File: src/rtl/rv_multicycle_ctrl.sv
// rv_multicycle_ctrl: Moore control FSM for a multicycle RV32I datapath with optional RV32M multiply dispatch.
// Strobes decode from the current state; illegal and mulStart are registered.
module rv_multicycle_ctrl #(
    parameter logic EN_MUL        = 1'b0,
    parameter logic MEM_HANDSHAKE = 1'b1
) (
    input  logic       clk,
    input  logic       rst,
    input  logic [6:0] opc,
    input  logic [2:0] f3,
    input  logic [6:0] f7,
    input  logic       zero,
    input  logic       neg,
    input  logic       mem_ready,
    input  logic       mul_done,
    output logic       PCWrite,
    output logic       adrSrc,
    output logic       memRead,
    output logic       memWrite,
    output logic       IRWrite,
    output logic       regWrite,
    output logic       mulStart,
    output logic [2:0] resultSrc,
    output logic [1:0] ALUSrcA,
    output logic [1:0] ALUSrcB,
    output logic [3:0] ALUControl,
    output logic [2:0] immSrc,
    output logic       illegal,
    output logic [3:0] state
);
    typedef enum logic [3:0] {
        FETCH, DECODE, EXEC_R, EXEC_I, ALU_WB, MEM_ADR, MEM_RD, MEM_WB,
        MEM_WR, BRANCH, JAL, JALR1, JALR2, LUI, MUL_WAIT, TRAP
    } state_t;

    state_t     state_q, state_d;
    logic       illegal_q, illegal_d;
    logic       mul_start_q, mul_start_d;
    logic       mr, is_ld;
    logic [3:0] alu_fn;

    assign mr       = MEM_HANDSHAKE ? mem_ready : 1'b1;
    assign is_ld    = opc == 7'b0000011;
    assign state    = state_q;
    assign illegal  = illegal_q;
    assign mulStart = mul_start_q;

    // f7[5] selects sub only for register-register ops; shifts use it in both forms
    always_comb begin
        alu_fn = 4'b0000;
        case (f3)
            3'b000: alu_fn = (state_q == EXEC_R && f7[5]) ? 4'b0001 : 4'b0000;
            3'b111: alu_fn = 4'b0010;
            3'b110: alu_fn = 4'b0011;
            3'b100: alu_fn = 4'b0100;
            3'b010: alu_fn = 4'b0101;
            3'b011: alu_fn = 4'b0110;
            3'b001: alu_fn = 4'b0111;
            default: alu_fn = f7[5] ? 4'b1001 : 4'b1000;
        endcase
    end

    always_comb begin
        state_d    = state_q;
        PCWrite    = 1'b0;
        adrSrc     = 1'b0;
        memRead    = 1'b0;
        memWrite   = 1'b0;
        IRWrite    = 1'b0;
        regWrite   = 1'b0;
        resultSrc  = 3'b000;
        ALUSrcA    = 2'b00;
        ALUSrcB    = 2'b00;
        ALUControl = 4'b0000;
        immSrc     = 3'b000;
        case (state_q)
            FETCH: begin
                memRead   = 1'b1;
                ALUSrcB   = 2'b10;
                resultSrc = 3'b010;
                IRWrite   = mr & ~rst;
                PCWrite   = mr & ~rst;
                state_d   = mr ? DECODE : FETCH;
            end
            DECODE: begin
                ALUSrcA = 2'b01;
                ALUSrcB = 2'b01;
                immSrc  = (opc == 7'b1101111) ? 3'b011 : 3'b010;
                case (opc)
                    7'b0110011: state_d = (f7 != 7'b0000001) ? EXEC_R : (EN_MUL ? MUL_WAIT : TRAP);
                    7'b0010011: state_d = EXEC_I;
                    7'b0000011, 7'b0100011: state_d = MEM_ADR;
                    7'b1100011: state_d = BRANCH;
                    7'b1101111: state_d = JAL;
                    7'b1100111: state_d = JALR1;
                    7'b0110111: state_d = LUI;
                    default: state_d = TRAP;
                endcase
            end
            EXEC_R: begin
                ALUSrcA    = 2'b10;
                ALUControl = alu_fn;
                state_d    = ALU_WB;
            end
            EXEC_I: begin
                ALUSrcA    = 2'b10;
                ALUSrcB    = 2'b01;
                ALUControl = alu_fn;
                state_d    = ALU_WB;
            end
            ALU_WB: begin
                regWrite = 1'b1;
                state_d  = FETCH;
            end
            MEM_ADR: begin
                ALUSrcA = 2'b10;
                ALUSrcB = 2'b01;
                immSrc  = is_ld ? 3'b000 : 3'b001;
                state_d = is_ld ? MEM_RD : MEM_WR;
            end
            MEM_RD: begin
                adrSrc  = 1'b1;
                memRead = 1'b1;
                state_d = mr ? MEM_WB : MEM_RD;
            end
            MEM_WB: begin
                regWrite  = 1'b1;
                resultSrc = 3'b001;
                state_d   = FETCH;
            end
            MEM_WR: begin
                adrSrc   = 1'b1;
                memWrite = 1'b1;
                state_d  = mr ? FETCH : MEM_WR;
            end
            BRANCH: begin
                ALUSrcA    = 2'b10;
                ALUControl = 4'b0001;
                state_d    = FETCH;
                case (f3)
                    3'b000: PCWrite = zero;
                    3'b001: PCWrite = ~zero;
                    3'b100: PCWrite = neg;
                    3'b101: PCWrite = ~neg;
                    default: state_d = TRAP;
                endcase
            end
            JAL, JALR2: begin
                PCWrite = 1'b1;
                ALUSrcA = 2'b01;
                ALUSrcB = 2'b10;
                state_d = ALU_WB;
            end
            JALR1: begin
                ALUSrcA = 2'b10;
                ALUSrcB = 2'b01;
                state_d = JALR2;
            end
            LUI: begin
                immSrc    = 3'b100;
                resultSrc = 3'b011;
                regWrite  = 1'b1;
                state_d   = FETCH;
            end
            MUL_WAIT: begin
                regWrite  = mul_done;
                resultSrc = mul_done ? 3'b100 : 3'b000;
                state_d   = mul_done ? FETCH : MUL_WAIT;
            end
            default: state_d = TRAP;
        endcase
        illegal_d   = illegal_q | (state_d == TRAP);
        mul_start_d = (state_d == MUL_WAIT) & (state_q != MUL_WAIT);
    end

    always_ff @(posedge clk or posedge rst) begin
        if (rst) begin
            state_q     <= FETCH;
            illegal_q   <= 1'b0;
            mul_start_q <= 1'b0;
        end else begin
            state_q     <= state_d;
            illegal_q   <= illegal_d;
            mul_start_q <= mul_start_d;
        end
    end
endmodule

File: config.mk
export PLATFORM = sky130hd
export DESIGN_NAME = rv_multicycle_ctrl
export DESIGN_NICKNAME = d
export VERILOG_FILES = /design/src/rtl/rv_multicycle_ctrl.sv
export SDC_FILE = /design/constraint.sdc
export NUM_CORES = 1
export LEC_CHECK = 0
export BUFFER_PORTS_ARGS = -buffer_cell sky130_fd_sc_hd__clkbuf_2
export CAP_MARGIN = 20
export CORE_UTILIZATION = 43
export DETAILED_ROUTE_END_ITERATION = 6
export PLACE_DENSITY = 0.79
export SYNTH_ARGS = -nofsm -noshare
export SYNTH_HDL_FRONTEND = slang
export SYNTH_SLANG_ARGS = --single-unit
File: constraint.sdc
create_clock -name clk -period 2.1 [get_ports clk]
set_input_delay 0.315 -clock clk [delete_from_list [all_inputs] [get_ports clk]]
set_output_delay 0.315 -clock clk [all_outputs]
set_load 0.01 [all_outputs]
==> flow_metrics.py, run 1 <==
metrics = {
    "synthesis": {
        "syn_area_per_cell_sq_um": 6.706,
        "synth-main-ff-cell": "dfrtp_1",
        "yosysMostFrequentCell": "nand2_1",
        "synth_common_cells": "nand2_1 (17), nor2_1 (16), nand3_1 (10)",
        "ys_top_cells_by_area": "dfrtp_1 (17%), nand2_1 (7.4%), nor2_1 (7.0%)",
        "yosysWarnings": 0,
        "synth_nets": 151,
        "synth_top_area_cell": "dfrtp_1",
        "syn-instance-count": 128,
        "yosysSeqAreaShare_pct": 17.49,
        "synth_area_sq_um": 858.3,
        "synth_top_area_share_pct": 17.49,
        "synth-async-reset-ratio_pct": 100.0,
        "ys_seq_elements": 6,
        "synth.distinct_cells": 45,
        "synth_edf_count": 0,
    },
    "timing": {
        "period_share_pct": 94.60,
        "hold_viol": 0,
        "fin_skew_ns": 0.005867,
        "fmax_mhz": 503.4,
        "rsz0062_at_grt": "false",
        "setup_viol": 0,
        "min_period_ns": 1.987,
        "tns_ns": 0,
        "slew_viol_final": 0,
        "setup_ws_ns": 0.1135,
    },
    "die": {
        "die_y_um": 46.68,
        "start_util_pct": 47.64,
        "die_area_sq_mm": 0.002179,
        "core_area_sq_mm": 0.001802,
        "die-width_um": 46.68,
        "ios": 49,
        "placementRows": 15,
    },
    "grt": {
        "overflow": 0,
        "antenna_found_initial": 0,
        "grt_pass1_wl_um": 3788,
        "grtUsageTotal_pct": 24.54,
        "grt_pass1_vias": 925,
        "grt_max_degree": 16,
    },
    "layout": {
        "antenna_cells": 0,
        "fillers": 184,
        "area_delta_synth_final_pct": 33.67,
        "drive_gt1_share_pct": 36.78,
        "final_util_pct": 63.68,
        "multi_input_area_sq_um": 636.9,
        "regArea_sq_um": 150.1,
        "fin_nets": 199,
    },
    "pwr": {
        "p_per_area_mw_per_mm2": 1079,
        "leakage_nw": 0.5950,
        "peakVddDrop_uv": 514.7,
    },
    "run_status": {
        "status": "completed",
    },
    "worst_setup_path": {
        "crit_type": "register to output port",
        "r2r_start": "state[2]$_DFF_PP0_",
        "critPathLaunchType": "register",
        "required_ns": 1.78,
        "reg2reg_depth": 6,
        "critPathArrivalTime_ns": 1.67,
        "crit_path_max_fanout": 10,
        "r2r_setup_slack_ns": 0.29,
        "end_kind": "output port",
        "reg2reg_to": "illegal$_DFF_PP0_",
    },
    "cts": {
        "clkSinkCount": 6,
        "clk_path_buf_depth": 2,
        "numCtsBuffers": 3,
        "clk-insertion-delay-late_ns": 0.25,
        "clk_pin_slew_ns": 0.05,
        "cts_tree": "done",
        "ctsRootBufferMaster": "clkbuf_4",
        "cts_setup_buffers": 0,
        "cts_max_level": 1,
    },
    "worst_hold_path": {
        "hold_path_depth": 3,
        "holdPathEnd": "state[0]$_DFF_PP0_",
        "worstHoldStart": "mem_ready",
        "hold_class": "primary input to register",
    },
    "detailed_routing": {
        "dr.pass1.iters": 4,
        "route.vias.total": 1099,
        "wl_per_cell_um": 12.60,
        "via_per_inst": 5.523,
        "totalWireLength_um": 2508,
        "drt_iter0_markers": 32,
        "drc": 0,
        "postRouteAntennaNets": 0,
    },
    "placement": {
        "place_ws_ns": 0.3342,
        "hpwl_um": 2034,
        "portBuffers": 48,
        "routabilityCongestion": 0.8818,
    },
    "run": {
        "maxCapViolCount": 0,
    },
}
what timing repair did:
action                                 4_1_cts  5_1_grt
endpoints found under the hold margin        6        0
gates resized for setup                      0        1
setup endpoints to repair                    0        1
hold buffers                                 1        0
power by group:
group | switching (mW) | internal, mW
Combinational | 0.552 | 0.367
Clock | 0.0419 | 0.0646
Sequential | 0.0627 | 0.149
Total | 0.657 | 0.581
cell families (layout without fill, tap and decap cells):
kind of cell    Yosys count  count (layout)  synth area share, %
other cells               1               1               0.4369
flops                     6               6                17.49
xor+xnor                  4               4                4.082
simple gates             72              72                44.61
mux                       3               3                3.644
buf+inv                  16              62                8.893
compound gates           26              26                20.85
critical path, stage by stage (launching register included):
cell	delay, ns
dfrtp_1	0.49
nor2_4	0.20
a31oi_1	0.10
o21ai_0	0.17
o2111ai_1	0.14
a21oi_1	0.17
clkbuf_2	0.15
per-stage QoR:
step                std cells  total power [mW]  instance area (sq um)  hold slack (ns)
finish                    199             1.238                   1147           0.3735
global route              199             1.348                   1147           0.3783
CTS                       199             1.222                   1142           0.3620
detailed placement        195             1.108                   1110           0.2185
global placement          195             1.084                   1110           0.2149
floorplan                 128            0.8147                  858.3           0.1114
worst max-delay path by stage:
stage          cells after the start               start  slack, ns            end
2_1_floorplan                      6  state[1]$_DFF_PP0_       0.42  ALUControl[0]
3_3_place_gp                       6  state[3]$_DFF_PP0_       0.41  ALUControl[0]
3_5_place_dp                       6  state[3]$_DFF_PP0_       0.33  ALUControl[0]
4_1_cts                            6  state[3]$_DFF_PP0_       0.06  ALUControl[0]
5_1_grt                            6  state[1]$_DFF_PP0_       0.02  ALUControl[0]
6_report                           6  state[3]$_DFF_PP0_       0.11  ALUControl[0]
routing by layer:
layer	GRT usage, %	vias to the layer above	share of wire, %
met2	44.72	55	52
met4	12.00	0	1.5
met5	0	-	0
met3	2.353	5	5.5
met1	27.93	485	41
li1	-	554	-
cell type report:
cell class | instances | share of cell area (%)
sequential | 6 | 13.09
timing repair buffer | 54 | 25.08
clock buffer | 3 | 1.963
tap | 25 | 2.726
inverter | 5 | 1.636
multi-input combinational | 106 | 55.51
state kept, by name, indices dropped and copies added (netlist names):
register,cells
illegal,1
state,4
mulStart,1
placed cells by master (no fill, tap or decap), drive strengths merged, types with 3 or more instances in the layout:
master,n
clkbuf,51
nand2,18
nor2,17
nand3,10
a21oi,7
o21ai,7
dfrtp,6
inv,5
buf,5
nor2b,3
xor2,3
nor3,3
Note: power is estimated with default switching activity, not from simulation.
==> run 2, diff against run 1 <==
--- a/config.mk
+++ b/config.mk
@@ -5,11 +5,12 @@
 export SDC_FILE = /design/constraint.sdc
 export NUM_CORES = 1
 export LEC_CHECK = 0
+export ABC_AREA = 1
 export BUFFER_PORTS_ARGS = -buffer_cell sky130_fd_sc_hd__clkbuf_2
 export CAP_MARGIN = 20
-export CORE_UTILIZATION = 43
+export CORE_UTILIZATION = 44
 export DETAILED_ROUTE_END_ITERATION = 6
-export PLACE_DENSITY = 0.79
+export PLACE_DENSITY = 0.8
 export SYNTH_ARGS = -nofsm -noshare
 export SYNTH_HDL_FRONTEND = slang
 export SYNTH_SLANG_ARGS = --single-unit
==> run 2 against run 1 <==
First-iteration DRC count increased by 72%; non-clock buffer count is 5 lower; register-to-register slack improved by 0.29 ns; clock-buffer cell count is the same; core utilization increased by 1.8 points; hold slack got worse by 0.0094 ns; largest power group is now registers.
==> flow_metrics.py, run 2 <==
metrics = {
    "pwr": {
        "p_per_area_mw_per_mm2": 251.3,
        "finalPower_uw": 296.5,
        "leakage_nw": 0.7626,
        "peakVddDrop_uv": 254.9,
    },
    "synthesis": {
        "synth_top_area_cell": "nand2_1",
        "syn-instance-count": 177,
        "synth_nets": 200,
        "synth_edf_count": 0,
        "synth-main-ff-cell": "dfrtp_1",
        "ys_top_cells_by_area": "nand2_1 (27%), dfrtp_1 (17%), inv_1 (15%)",
        "synth-async-reset-ratio_pct": 100.0,
        "ys_seq_elements": 6,
        "synth_top_area_share_pct": 26.57,
        "yosysSeqAreaShare_pct": 17.14,
        "syn_area_per_cell_sq_um": 4.948,
        "yosysWarnings": 0,
        "synth.distinct_cells": 22,
        "synth_area_sq_um": 875.8,
        "yosysMostFrequentCell": "nand2_1",
        "synth_common_cells": "nand2_1 (62), inv_1 (36), nor2_1 (27)",
    },
    "die": {
        "die_y_um": 46.62,
        "ios": 49,
        "placementRows": 15,
        "die_area_sq_mm": 0.002173,
        "die-width_um": 46.62,
        "core_area_sq_mm": 0.001802,
        "start_util_pct": 48.61,
    },
    "worst_setup_path": {
        "crit_type": "register to output port",
        "reg2reg_to": "illegal$_DFF_PP0_",
        "r2r_start": "state[2]$_DFF_PP0_",
        "critPathArrivalTime_ns": 1.61,
        "reg2reg_depth": 8,
        "critPathLaunchType": "register",
        "r2r_setup_slack_ns": 0.58,
        "end_kind": "output port",
        "required_ns": 1.78,
        "crit_path_max_fanout": 6,
    },
    "cts": {
        "clkSinkCount": 6,
        "clk_path_buf_depth": 2,
        "cts_max_level": 1,
        "clk-insertion-delay-late_ns": 0.24,
        "ctsRootBufferMaster": "clkbuf_4",
        "cts_tree": "done",
        "numCtsBuffers": 3,
        "cts_setup_buffers": 0,
        "clk_pin_slew_ns": 0.04,
    },
    "timing": {
        "hold_viol": 0,
        "rsz0062_at_grt": "false",
        "period_share_pct": 91.87,
        "fmax_mhz": 518.3,
        "slew_viol_final": 0,
        "min_period_ns": 1.929,
        "fin_skew_ns": 0.005092,
        "setup_viol": 0,
        "worst_hold_slack_ns": 0.3641,
        "tns_ns": 0,
    },
    "detailed_routing": {
        "wl_per_cell_um": 10.83,
        "route.vias.total": 1282,
        "drt_iter0_markers": 55,
        "via_per_inst": 5.067,
        "drc": 0,
        "postRouteAntennaNets": 0,
        "totalWireLength_um": 2740,
        "dr.pass1.iters": 4,
    },
    "grt": {
        "grt_pass1_wl_um": 4312,
        "antenna_found_initial": 0,
        "grt_max_degree": 9,
        "grtUsageTotal_pct": 27.21,
        "overflow": 0,
        "grt_pass1_vias": 1119,
    },
    "worst_hold_path": {
        "hold_path_depth": 3,
        "worstHoldStart": "mem_ready",
        "holdPathEnd": "state[0]$_DFF_PP0_",
        "hold_class": "primary input to register",
    },
    "run": {
        "maxCapViolCount": 0,
    },
    "placement": {
        "portBuffers": 48,
        "hpwl_um": 2274,
        "routabilityCongestion": 0.9177,
    },
    "run_status": {
        "status": "completed",
    },
    "layout": {
        "area_delta_synth_final_pct": 34.71,
        "largest_reg_flops": 4,
        "drive_gt1_share_pct": 25.44,
        "regArea_sq_um": 150.1,
        "multi_input_area_sq_um": 590.6,
        "fillers": 206,
        "final_common_cell": "nand2_1",
        "antenna_cells": 0,
        "fin_nets": 253,
        "final_cell_mix": "nand2_1 (62), clkbuf_2 (48), inv_1 (36)",
    },
}
==> run 2: changes by cell type after synthesis, sizes merged, moves of 4 or more <==
cell / delta
nand2: +46
inv: +31
nor2: +12
buf: -6
clkbuf: -4
==> run 2: report_power, final <==
| part | switching, mW | leakage [nW] | total (mW) | internal [mW] |
|---|---|---|---|---|
| Combinational | 0.0452 | 0.693 | 0.0747 | 0.0295 |
| Clock | 0.0401 | 0.0138 | 0.105 | 0.0645 |
| Sequential | 0.000198 | 0.0554 | 0.117 | 0.117 |
==> run 2: kinds of logic after synthesis <==
logic type,after synthesis,synth area share (%)
simple gates,116,55.29
other cells,1,0.4282
compound gates,17,11.14
flops,6,17.14
buf+inv,37,16.00
==> run 2: per-stage QoR <==
step / worst slack (ns) / utilization (%) / area [sq um] / cells
global placement: 0.4139 / 63.40 / 1142 / 249
detailed placement: 0.3818 / 63.40 / 1142 / 249
floorplan: 0.4145 / - / 875.8 / 177
global route: 0.05394 / 65.49 / 1180 / 253
CTS: 0.1269 / 65.21 / 1175 / 253
finish: 0.1707 / 65.49 / 1180 / 253
==> run 2: how the worst max path moves through the flow <==
stage	startpoint	end	slack (ns)	cells after the start
after floorplan	state[1]$_DFF_PP0_	immSrc[0]	0.41	5
after CTS	state[0]$_DFF_PP0_	PCWrite	0.13	5
final	state[1]$_DFF_PP0_	immSrc[0]	0.17	6
after detailed placement	state[0]$_DFF_PP0_	PCWrite	0.38	5
after global placement	state[0]$_DFF_PP0_	PCWrite	0.41	5
after global routing	state[1]$_DFF_PP0_	immSrc[0]	0.05	6
==> run 2: routing by layer <==
layer | global-route usage (%) | routed length (um)
met1 | 30.37 | 1063
met2 | 51.39 | 1491
met3 | 4.706 | 177
met4 | 8.000 | 8
met5 | 0 | 0
==> run 2: layout make-up <==
type | count | area share, %
flip-flops and latches | 6 | 12.73
multi-input cells | 134 | 50.05
clock buffers | 3 | 1.909
repair buffers | 49 | 21.21
inverters | 36 | 11.45
well taps | 25 | 2.651
==> run 2: critical path, cell delays in order, from the launching register on <==
cell	delay, ns
dfrtp_1	0.42
inv_1	0.11
nand2_2	0.10
nor2_1	0.33
inv_1	0.10
o21ai_0	0.16
clkbuf_2	0.15
==> run 2: timing repair <==
| item | 4_1_cts | 5_1_grt |
|---|---|---|
| setup endpoints to repair | 0 | 1 |
| hold endpoints to repair | 6 | 0 |
| hold buffers | 1 | 0 |
| resized for setup | 0 | 1 |
==> run 3, diff against run 2 <==
--- a/config.mk
+++ b/config.mk
@@ -5,12 +5,12 @@
 export SDC_FILE = /design/constraint.sdc
 export NUM_CORES = 1
 export LEC_CHECK = 0
-export ABC_AREA = 1
 export BUFFER_PORTS_ARGS = -buffer_cell sky130_fd_sc_hd__clkbuf_2
 export CAP_MARGIN = 20
-export CORE_UTILIZATION = 44
+export CORE_ASPECT_RATIO = 1.25
+export CORE_UTILIZATION = 47
 export DETAILED_ROUTE_END_ITERATION = 6
-export PLACE_DENSITY = 0.8
+export PLACE_DENSITY = 0.85
 export SYNTH_ARGS = -nofsm -noshare
 export SYNTH_HDL_FRONTEND = slang
 export SYNTH_SLANG_ARGS = --single-unit
==> constraint.sdc (replaced) <==
create_clock -name clk -period 2.3 [get_ports clk]
set_input_delay 0.345 -clock clk [delete_from_list [all_inputs] [get_ports clk]]
set_output_delay 0.345 -clock clk [all_outputs]
set_load 0.01 [all_outputs]
==> run 3 against run 2 <==
Clock power shrank 8%; global-route usage shrank 2.2 points; clock-buffer cell count is the same; via count shrank 16%; critical path type unchanged; largest power group is now combinational logic; sequential power grew 87%; core utilization grew 3.2 points; combinational power grew to 11 times the previous value; clock skew grew 0.0057 ns; design area shrank 4.5%; critical endpoint unchanged; flip-flop and latch count is the same; highest routed layer unchanged.
==> flow_metrics.py, run 3 (same netlist as run 1, synthesis figures left out) <==
metrics = {
    "cts": {
        "cts_max_level": 1,
        "clk_pin_slew_ns": 0.05,
        "clk_path_buf_depth": 2,
        "numCtsBuffers": 3,
        "ctsRootBufferMaster": "clkbuf_4",
        "clkSinkCount": 6,
        "clk-insertion-delay-late_ns": 0.25,
        "cts_tree": "done",
    },
    "worst_setup_path": {
        "slowest_stage": "dfrtp_1",
        "critPathArrivalTime_ns": 1.81,
        "crit_chain": "buf_4 > and2b_4 > nand2_2 > o31ai_2 > clkbuf_2",
        "cp_num_buf_inv": 2,
        "max_stage_delay_ns": 0.48,
        "crit_path_max_fanout": 13,
        "end_kind": "output port",
        "required_ns": 1.96,
        "critPathLaunchType": "register",
        "cp_top_family": "flip-flops",
        "crit_type": "register to output port",
    },
    "layout": {
        "largest_reg_flops": 4,
        "final_common_cell": "clkbuf_2",
        "fin_nets": 197,
        "final_cell_mix": "clkbuf_2 (48), nand2_1 (17), nor2_1 (16)",
        "drive_gt1_share_pct": 37.79,
        "stdcell_count": 190,
        "area_delta_synth_final_pct": 31.34,
        "antenna_cells": 0,
    },
    "timing": {
        "fin_skew_ns": 0.01076,
        "fmax_mhz": 464.7,
        "slew_viol_final": 0,
        "hold_viol": 0,
        "setup_ws_ns": 0.1480,
        "period_share_pct": 93.57,
        "setup_viol": 0,
        "tns_ns": 0,
        "min_period_ns": 2.152,
    },
    "die": {
        "core_area_sq_mm": 0.001642,
        "die_y_um": 49.78,
        "start_util_pct": 52.29,
        "ios": 49,
        "placementRows": 16,
        "die_area_sq_mm": 0.002002,
        "die-width_um": 40.22,
    },
    "worst_hold_path": {
        "hold_class": "primary input to register",
    },
    "detailed_routing": {
        "wl_per_cell_um": 12.51,
        "route.vias.total": 1080,
        "dr.pass1.iters": 4,
        "drt_iter0_markers": 28,
        "totalWireLength_um": 2377,
        "via_per_inst": 5.684,
        "drc": 0,
        "postRouteAntennaNets": 0,
    },
    "pwr": {
        "p_int_uw": 513.7,
        "p_comb_share_pct": 71.3,
        "p_clk_share_pct": 8.8,
        "peakVddDrop_uv": 727.4,
        "p_per_area_mw_per_mm2": 977.3,
        "p_sw_share_pct": 53.37,
        "leakage_nw": 0.5839,
        "switchingPower_uw": 588.0,
        "p_seq_share_pct": 19.9,
    },
    "grt": {
        "gr-max-usage-layer": "met2",
        "grt.met2_usage_pct": 43.82,
        "grt_max_degree": 19,
        "grt_pass1_wl_um": 3636,
        "antenna_found_initial": 0,
        "met3_usage_pct": 7.207,
        "grtUsageTotal_pct": 25.00,
        "grt_use_met1_pct": 28.53,
        "grt_pass1_vias": 901,
        "overflow": 0,
    },
    "run_status": {
        "status": "completed",
    },
    "placement": {
        "place_ws_ns": 0.3339,
        "hpwl_um": 1799,
        "dp_cells": 186,
        "routabilityCongestion": 0.7935,
        "portBuffers": 48,
    },
    "run": {
        "maxCapViolCount": 0,
    },
}
-- run 3: stage by stage --
stage	hold slack [ns]	power, mW	area [sq um]	utilization (%)
after floorplan	0.1414	0.7439	858.3	-
after global placement	0.2464	0.9647	1086	66.16
after detailed placement	0.2491	0.9813	1086	66.16
after CTS	0.4011	1.086	1119	68.14
after global routing	0.4239	1.208	1127	68.67
final	0.4340	1.102	1127	68.67
-- run 3: path summary, 6_finish.rpt --
check | start | to | slack [ns] | cells past startpoint
max | state[1]$_DFF_PP0_ | immSrc[0] | 0.15 | 5
min | mem_ready | state[0]$_DFF_PP0_ | 0.43 | 3
max reg2reg | state[1]$_DFF_PP0_ | illegal$_DFF_PP0_ | 0.42 | 7
min reg2reg | illegal$_DFF_PP0_ | illegal$_DFF_PP0_ | 0.47 | 1
max in group asynchronous | rst | state[0]$_DFF_PP0_ | 1.48 | 3
min in group asynchronous | rst | state[1]$_DFF_PP0_ | 0.59 | 3
-- run 3: area by class of cell --
class	count	area [sq um]
timing repair buffer	52	272.8
tap	18	22.52
sequential	6	151.4
multi-input combinational	106	639.4
fill	142	514.2
inverter	5	18.77
clock buffer	3	22.52
-- run 3: per-layer routing --
layer  wire length (um)  part of all wire, %  vias up
li1                   -                    -      546
met1                954                   40      474
met2               1244                   52       56
met3                155                  6.5        4
met4                 22                 0.93        0
met5                  0                    0        -
-- run 3: power groups by stage --
stage | clock, mW | sequential (mW) | combinational (mW)
4_1_cts | 0.101 | 0.213 | 0.772
3_3_place_gp | 0 | 0.209 | 0.756
3_5_place_dp | 0 | 0.214 | 0.767
5_1_grt | 0.109 | 0.227 | 0.871
6_report | 0.0970 | 0.219 | 0.786
2_1_floorplan | 0 | 0.170 | 0.574
-- run 3: timing repair --
item | CTS | global route
hold buffers | 1 | 0
setup buffers | 0 | 0
endpoints found under the setup margin | 0 | 2
gates resized for setup | 0 | 3
endpoints found under the hold margin | 3 | 0
-- run 3: worst register-to-register path: stages (launching register included) --
cell and delay [ns]:
dfrtp_1 0.51, buf_4 0.25, nand4bb_1 0.14, a31o_2 0.17
o211ai_1 0.11, a31oi_1 0.19, o221ai_2 0.14, a41o_1 0.25
